--- src/rtl/mem_map_pkg.sv ---
// Address map, TSTAT bit layout and region decode shared by the data-side memory responder.
package mem_map_pkg;

  localparam logic [31:0] RAM_BASE  = 32'h0000_0000;
  localparam logic [31:0] MMIO_BASE = 32'h0000_1000;

  localparam logic [4:0] OFF_GPIO_OUT = 5'h00;
  localparam logic [4:0] OFF_GPIO_IN  = 5'h04;
  localparam logic [4:0] OFF_TCOUNT   = 5'h08;
  localparam logic [4:0] OFF_TCMP     = 5'h0C;
  localparam logic [4:0] OFF_TSTAT    = 5'h10;

  localparam int unsigned TSTAT_MATCH_BIT = 0;
  localparam int unsigned TSTAT_EN_BIT    = 1;

  typedef enum logic [1:0] {
    REG_RAM,
    REG_MMIO,
    REG_NONE
  } region_t;

  // MMIO occupies one 32-byte window; offsets past TSTAT read as zero.
  function automatic region_t decode_region(input logic [31:0] addr,
                                            input int unsigned ram_bytes);
    if ((addr - RAM_BASE) < 32'(ram_bytes)) return REG_RAM;
    if (addr[31:5] == MMIO_BASE[31:5]) return REG_MMIO;
    return REG_NONE;
  endfunction

endpackage

--- src/rtl/timer_unit.sv ---
// Free-running compare timer with sticky match flag; CPU writes take priority over counting.
module timer_unit
  import mem_map_pkg::*;
(
  input  logic        clk,
  input  logic        rst,
  input  logic        wr_count,
  input  logic        wr_cmp,
  input  logic        wr_stat,
  input  logic [31:0] write_data,
  output logic [31:0] count,
  output logic [31:0] cmp,
  output logic        en,
  output logic        match
);

  logic hit;
  assign hit = en && (count == cmp);

  always_ff @(posedge clk) begin
    if (!rst) begin
      count <= '0;
      cmp   <= '0;
      en    <= 1'b0;
      match <= 1'b0;
    end else begin
      if (wr_count)  count <= write_data;
      else if (en)   count <= count + 32'd1;

      if (wr_cmp)    cmp <= write_data;
      if (wr_stat)   en  <= write_data[TSTAT_EN_BIT];

      // A new match outranks a same-cycle write-1-to-clear.
      if (hit)                                   match <= 1'b1;
      else if (wr_stat && write_data[TSTAT_MATCH_BIT]) match <= 1'b0;
    end
  end

endmodule

--- src/rtl/data_memory_system.sv ---
// Data-port responder: word RAM plus GPIO and timer MMIO, combinational reads, clocked writes.
module data_memory_system
  import mem_map_pkg::*;
#(
  parameter int unsigned DEPTH  = 64,
  parameter int unsigned GPIO_W = 16
) (
  input  logic              clk,
  input  logic              rst,
  input  logic [31:0]       direction,
  input  logic [31:0]       write_data,
  input  logic              mem_write,
  output logic [31:0]       read_data,
  input  logic [GPIO_W-1:0] gpio_in,
  output logic [GPIO_W-1:0] gpio_out,
  output logic              timer_irq
);

  localparam int unsigned AW = $clog2(DEPTH);

  logic [31:0]       mem [DEPTH];
  region_t           region;
  logic [4:0]        off;
  logic [AW-1:0]     ram_idx;
  logic [GPIO_W-1:0] sync1, sync2;
  logic              wr_ram, wr_mmio;
  logic              wr_gpio, wr_count, wr_cmp, wr_stat;
  logic [31:0]       t_count, t_cmp, tstat;
  logic              t_en, t_match;

  assign region  = decode_region(direction, DEPTH * 4);
  assign off     = {direction[4:2], 2'b00};
  assign ram_idx = direction[AW+1:2];

  // Stores are dropped entirely while reset is held, RAM included.
  assign wr_ram   = rst && mem_write && (region == REG_RAM);
  assign wr_mmio  = rst && mem_write && (region == REG_MMIO);
  assign wr_gpio  = wr_mmio && (off == OFF_GPIO_OUT);
  assign wr_count = wr_mmio && (off == OFF_TCOUNT);
  assign wr_cmp   = wr_mmio && (off == OFF_TCMP);
  assign wr_stat  = wr_mmio && (off == OFF_TSTAT);

  always_ff @(posedge clk) begin
    if (wr_ram) mem[ram_idx] <= write_data;
  end

  always_ff @(posedge clk) begin
    if (!rst) begin
      gpio_out <= '0;
      sync1    <= '0;
      sync2    <= '0;
    end else begin
      sync1 <= gpio_in;
      sync2 <= sync1;
      if (wr_gpio) gpio_out <= write_data[GPIO_W-1:0];
    end
  end

  timer_unit u_timer (
    .clk        (clk),
    .rst        (rst),
    .wr_count   (wr_count),
    .wr_cmp     (wr_cmp),
    .wr_stat    (wr_stat),
    .write_data (write_data),
    .count      (t_count),
    .cmp        (t_cmp),
    .en         (t_en),
    .match      (t_match)
  );

  assign timer_irq = t_match;

  always_comb begin
    tstat                  = '0;
    tstat[TSTAT_MATCH_BIT] = t_match;
    tstat[TSTAT_EN_BIT]    = t_en;
  end

  always_comb begin
    read_data = '0;
    case (region)
      REG_RAM:  read_data = mem[ram_idx];
      REG_MMIO: begin
        case (off)
          OFF_GPIO_OUT: read_data = 32'(gpio_out);
          OFF_GPIO_IN:  read_data = 32'(sync2);
          OFF_TCOUNT:   read_data = t_count;
          OFF_TCMP:     read_data = t_cmp;
          OFF_TSTAT:    read_data = tstat;
          default:      read_data = '0;
        endcase
      end
      default:  read_data = '0;
    endcase
  end

endmodule

--- config.mk ---
export PLATFORM = sky130hd
export DESIGN_NAME = data_memory_system
export DESIGN_NICKNAME = d
export VERILOG_FILES = /design/src/rtl/mem_map_pkg.sv /design/src/rtl/timer_unit.sv /design/src/rtl/data_memory_system.sv
export SDC_FILE = /design/constraint.sdc
export NUM_CORES = 2
export LEC_CHECK = 0
export CAP_MARGIN = 15
export CORE_ASPECT_RATIO = 0.7
export CORE_MARGIN = 5
export CORE_UTILIZATION = 55
export CTS_BUF_LIST = sky130_fd_sc_hd__clkbuf_2
export DETAILED_ROUTE_END_ITERATION = 6
export HOLD_SLACK_MARGIN = 0.1
export PLACE_DENSITY = 0.71
export SYNTH_ARGS = -nofsm -noshare
export SYNTH_HDL_FRONTEND = slang
export SYNTH_SLANG_ARGS = --single-unit
export TNS_END_PERCENT = 30
--- constraint.sdc ---
create_clock -name clk -period 7.7 [get_ports clk]
set_clock_uncertainty 0.2 [all_clocks]
set_input_delay 2.31 -clock clk [delete_from_list [all_inputs] [get_ports clk]]
set_output_delay 2.31 -clock clk [all_outputs]
set_load 0.005 [all_outputs]
; ---- Word level (Yosys, flattened, before mapping)
; Memories as Yosys holds them, arrays and structs flattened.
; Cells that the tools add are included.
[totals]
out_inout_bits = 49
input_bits = 83
word_cells = 45
ram_bits = 2048
memories = 1
ff_bits = 114
[memory_table]
columns = name, words, word_bits, read_ports, rd_ports_with_merged_regs, write_ports, line
row1 = mem, 64, 32, 1, 0, 1, data_memory_system.sv:21  ; logic [31:0] mem [DEPTH];
[classes]
n_reduce_logical = 13
muxes = 15
n_eq_ne = 7
magnitude_cmp = 1
n_addsub = 1
[op_table]
columns = op, count
row1 = $pmux W32 S5, 1
row2 = $mux W32, 2
row3 = $pmux W32 S2, 1
row4 = $add A32 B1 Y32 const B, 1
row5 = $eq A32 B32 Y1, 1
row6 = $lt A32 B9 Y1 const B, 1
row7 = $eq A27 B8 Y1 const B, 1
row8 = $logic_and A1 B1 Y1, 9
row9 = $mux W2, 4
row10 = $mux W1, 7
row11 = $eq A3 B2 Y1 const B, 2
row12 = $logic_not A5 Y1, 1
row13 = $reduce_bool A2 Y1, 2
row14 = $eq A3 B1 Y1 const B, 1
row15 = $eq A3 B3 Y1 const B, 1
row16 = $eq A2 B1 Y1 const B, 1
row17 = $logic_not A2 Y1, 1

; ---- Longest topological paths before layout
[depth]
depth_word = 11
depth_mapped = 12
mapped_depth_nobuf = 7

; ---- Cells and area by module
; A second synthesis with hierarchy kept.
[unflattened]
hier_cells = 4150
hier_area_um2 = 84053.1
[modules_own_cells]
columns = module, cells_each, instances, seq_area_each_um2, area_per_inst_um2
row1 = data_memory_system, 3776, 1, 62459.9, 80755.0
row2 = timer_unit, 374, 1, 1321.3, 3298.2

; ---- Worst setup path after synthesis
; No wires, ideal clock.
[synth_path]
kind = input to output
from = in direction[2]
to = out read_data[13]
n_path_buf = 4
required_time_ns = 5.190
path_slack_ns = 1.091
stages = 8
t_arrival_ns = 4.099
cell_sequence = buf_6 > buf_12 > buf_8 > buf_6 > mux4_2 > a2111oi_0 > nand2_1 > a32o_1
[synth_between]
elab_chain_len = 5
word_cells_on_any_way = 13
classes_between = 1 x order compare / 5 x eq/ne / 4 x mux / 2 x reduce/logical / 1 x memory
[synth_rtl]
columns = element, line
row1 = start: declaration, data_memory_system.sv:10  ; input logic [31:0] direction,
row2 = $lt A32 B9 Y1, mem_map_pkg.sv:25  ; if ((addr - RAM_BASE) < 32'(ram_bytes)) return REG_RAM;
row3 = $mux W1, mem_map_pkg.sv:25
row4 = $mux W2, mem_map_pkg.sv:26  ; if (addr[31:5] == MMIO_BASE[31:5]) return REG_MMIO;
row5 = $eq A2 B1 Y1 / $logic_not A2 Y1 (equally long branches), data_memory_system.sv:82  ; case (region)
row6 = $pmux W32 S2 *, data_memory_system.sv:82
row7 = end: declaration, data_memory_system.sv:13  ; output logic [31:0] read_data,
; Every way passes the cells marked *; elsewhere a longest branch is shown, timed or not.

; ---- Worst setup path in the final report
[layout_path]
from = in direction[27]
to = out read_data[27]
[layout_between]
elab_chain_len = 7
word_cells_on_any_way = 11
classes_between = 1 x order compare / 2 x eq/ne / 7 x mux / 1 x reduce/logical
[layout_rtl]
columns = element, line
row1 = branches (longest 4 deep; another with $lt A32 B9 Y1), --
row2 = $mux W2 *, mem_map_pkg.sv:26
row3 = $eq A2 B1 Y1 / $logic_not A2 Y1 (equally long branches), data_memory_system.sv:82
row4 = $pmux W32 S2 *, data_memory_system.sv:82
; Every way passes the cells marked *. The select of a mux whose other input is x is not followed.

==> load_flow_metrics.sql <==
INSERT INTO impl_metrics (metric_group, metric, value, unit) VALUES
('status', 'run_status', 'finished, violations left', ''),
('status', 'failing_checks', 'negative setup slack', ''),
('clock_tree', 'numCtsBuffers', '473', ''),
('die', 'die-height', '338', 'um'),
('sta', 'holdWs', '0.233', 'ns'),
('setup_path', 'r2r-end', 'u_timer.count[14]', ''),
('sta', 'worst_slew_margin_rel', '10.9', '%'),
('pwr', 'cellPowerDensity', '217', 'nW/um^2'),
('setup_path', 'critical_path_startpoint', 'direction[27]', ''),
('min_path', 'min-delay-start', 'sync1[9]', ''),
('yosys', 'most_common_library_cells_after_synthesis', 'sky130_fd_sc_hd__edfxtp_1, sky130_fd_sc_hd__mux4_2, sky130_fd_sc_hd__mux2i_1', ''),
('clock_tree', 'cts.path.max_buffers', '4', ''),
('global_routing', 'first_global_vias', '47800', ''),
('placed_design', 'dpl-instance-area', '92400', 'um^2'),
('min_path', 'worst_hold_path.endpoint', 'sync2[9]', ''),
('setup_path', 'cp-end-kind', 'output port', ''),
('setup_path', 'critPathArrivalTime', '5.27', 'ns'),
('routing', 'detailroute.via_count', '49700', ''),
('final_layout', 'layout.cell_area.non_filler', '96900', 'um^2'),
('yosys', 'synth.ff_latch_count', '2162', ''),
('yosys', 'synth_nets', '4326', ''),
('setup_path', 'crit_path_category', 'primary input to output port', ''),
('global_routing', 'sum_of_overflow_across_all_layers_after_global_routing', '0', ''),
('placed_design', 'io_buffers', '129', ''),
('global_routing', 'largest_net_degree_at_the_start_of_global_routing', '80', ''),
('yosys', 'synth_most_common_cell', 'sky130_fd_sc_hd__edfxtp_1', ''),
('placed_design', 'finalWeightedCongestion', '0.927', ''),
('min_path', 'worst_hold_path_class', 'flop to flop', ''),
('placed_design', 'dp.final_hpwl', '162000', 'um'),
('routing', 'drtPass1Iterations', '6', ''),
('yosys', 'synthDominantCellAreaShare', '72.6', '%'),
('pwr', 'power_leakage', '32.7', 'nW'),
('setup_path', 'max_stage_delay', '0.51', 'ns'),
('routing', 'post_drt_via_cell_ratio', '6.60', ''),
('routing', 'wirelength', '257000', 'um'),
('die', 'overall_die_width', '479', 'um'),
('final_layout', 'areaGrowthSynthToFinish', '14.4', '%'),
('sta', 'max_freq', '129', 'MHz'),
('die', 'placeable_area', '153000', 'um^2'),
('routing', 'detailedRoute.firstIterationViolations', '8286', ''),
('setup_path', 'critPathLaunchType', 'primary input', ''),
('yosys', 'yosysUniqueCellTypes', '81', ''),
('sta', 'post-route-period-util', '101', '%'),
('sta', 'rsz0062_at_grt', 'yes', ''),
('yosys', 'main_flop_type_after_synthesis', 'sky130_fd_sc_hd__edfxtp_1', ''),
('setup_path', 'critical-path-slowest-cell', 'sky130_fd_sc_hd__clkdlybuf4s50_1', ''),
('clock_tree', 'htree_num_levels', '5', ''),
('sta', 'setup-violations-final', '3', ''),
('die', 'core.rowCount', '120', ''),
('sta', 'setup_slack', '-0.0760', 'ns'),
('setup_path', 'ff2ff_path_depth', '7', ''),
('clock_tree', 'clock-sinks', '2162', ''),
('placed_design', 'post-place-ws', '-0.284', 'ns'),
('global_routing', 'antenna_found_initial', '12', ''),
('setup_path', 'maximum_fanout_encountered_on_the_critical_timing_path', '6', ''),
('clock_tree', 'ctsRootBufferMaster', 'sky130_fd_sc_hd__clkbuf_2', ''),
('yosys', 'netlist.top_cell.by_area', 'sky130_fd_sc_hd__edfxtp_1', ''),
('setup_path', 'crit_chain', 'clkdlybuf4s50_1 -> nor4_2 -> nand4_1 -> buf_6 -> nor3_4 -> buf_4 -> clkbuf_16 -> o221ai_1 -> o32ai_1 -> buf_4 -> clkdlybuf4s50_1', ''),
('yosys', 'yosys_warnings', '0', ''),
('sta', 'hold_viol', '0', ''),
('routing', 'routedWlPerCell', '34.2', 'um'),
('final_layout', 'stdcell_count', '7525', ''),
('setup_path', 'worst_r2r_startpoint', 'u_timer.count[1]', ''),
('pwr', 'vdd_ir_drop_max', '0.181', 'mV'),
('setup_path', 'critPathRequiredTime', '5.19', 'ns'),
('setup_path', 'worst-path-stages', '11', ''),
('sta', 'worst_pin_slew', '1.34', 'ns'),
('min_path', 'min_delay_path_depth', '1', ''),
('placed_design', 'dpl.cell_count', '6694', ''),
('routing', 'ant_nets', '0', ''),
('clock_tree', 'cts_tree', 'yes', '');
routing by layer:
layer	part of all wire [%]	global-route usage (%)	up-vias
met2	43	44.1	4225
met1	37	46.4	25100
met4	3.9	12.5	6
met3	16	9.87	569
li1	-	-	19700
met5	0.017	0	-
worst register-to-register path, cell delays in order (launching register included):
cell and delay (ns):
sky130_fd_sc_hd__dfxtp_1 0.58, sky130_fd_sc_hd__ha_1 0.39, sky130_fd_sc_hd__and2_1 0.29, sky130_fd_sc_hd__nand4_1 0.40, sky130_fd_sc_hd__nor2_1 0.30, sky130_fd_sc_hd__xnor2_1 0.15
sky130_fd_sc_hd__nand2_1 0.08, sky130_fd_sc_hd__o211a_1 0.15
per-stage QoR:
step / power (mW) / setup TNS, ns
final: 21.0 / -0.127
after global routing: 21.8 / -0.363
after CTS: 21.0 / -0.0383
after detailed placement: 14.4 / -2.95
after global placement: 14.4 / -2.83
after floorplan: 13.7 / 0
area by class of cell:
| class | instances | area, um^2 |
|---|---|---|
| Antenna cell | 15 | 37.5 |
| Clock buffer | 715 | 3580 |
| Clock inverter | 86 | 415 |
| Fill cell | 10600 | 56100 |
| Inverter | 10 | 37.5 |
| Multi-Input combinational cell | 1816 | 19900 |
| Sequential cell | 2162 | 63800 |
| Tap cell | 2013 | 2520 |
| Timing Repair Buffer | 708 | 6630 |
what timing repair did:
item                       CTS  global route
pin swaps                    8             9
resized for setup           39            31
setup endpoints to repair   26            20
setup buffers                4             6
hold buffers                 0             0
cloned                       1             1
cell families after synthesis:
kind of cell	share of synthesized area (%)
XOR/XNOR	0.631
multiplexers	14.5
AO/OA/AOI/OAI	4.38
flip-flops	75.3
AND/OR/NAND/NOR	3.19
adder cells (fa/ha/maj)	0.0148
buffers and inverters	2.00
cell usage in the layout (no fill, tap or decap), types with 73 or more instances in the layout:
cell                              Yosys  layout
sky130_fd_sc_hd__clkdlybuf4s50_1      0      79
sky130_fd_sc_hd__buf_4               17     487
sky130_fd_sc_hd__edfxtp_1          2048    2048
sky130_fd_sc_hd__mux4_2             399     399
sky130_fd_sc_hd__clkbuf_2             1     715
sky130_fd_sc_hd__nand2_1            199     198
sky130_fd_sc_hd__buf_12               3      80
sky130_fd_sc_hd__dfxtp_1            114     114
sky130_fd_sc_hd__nor2_1             141      73
sky130_fd_sc_hd__mux2i_1            212     212
flip-flops by register name, summed over array words and instances, names as in the netlist:
| signal | flops |
|---|---|
| sync1 | 16 |
| sync2 | 16 |
| u_timer.match | 1 |
| mem | 2048 |
| u_timer.en | 1 |
| gpio_out | 16 |
| u_timer.count | 32 |
| u_timer.cmp | 32 |
worst max path at each step:
stage | endpoint | slack (ns)
final | read_data[27] | -0.08
after global routing | read_data[27] | -0.09
after CTS | read_data[25] | -0.03
after detailed placement | read_data[25] | -0.28
after global placement | read_data[25] | -0.29
after floorplan | read_data[13] | 1.09
where the power goes:
group          switching [mW]  total (mW)  internal [mW]
registers             0.00230        12.8           12.8
clock network            4.33        6.86           2.53
logic                   0.803        1.31          0.512
total                    5.13        21.0           15.9
(Power assumes the default switching activity.)
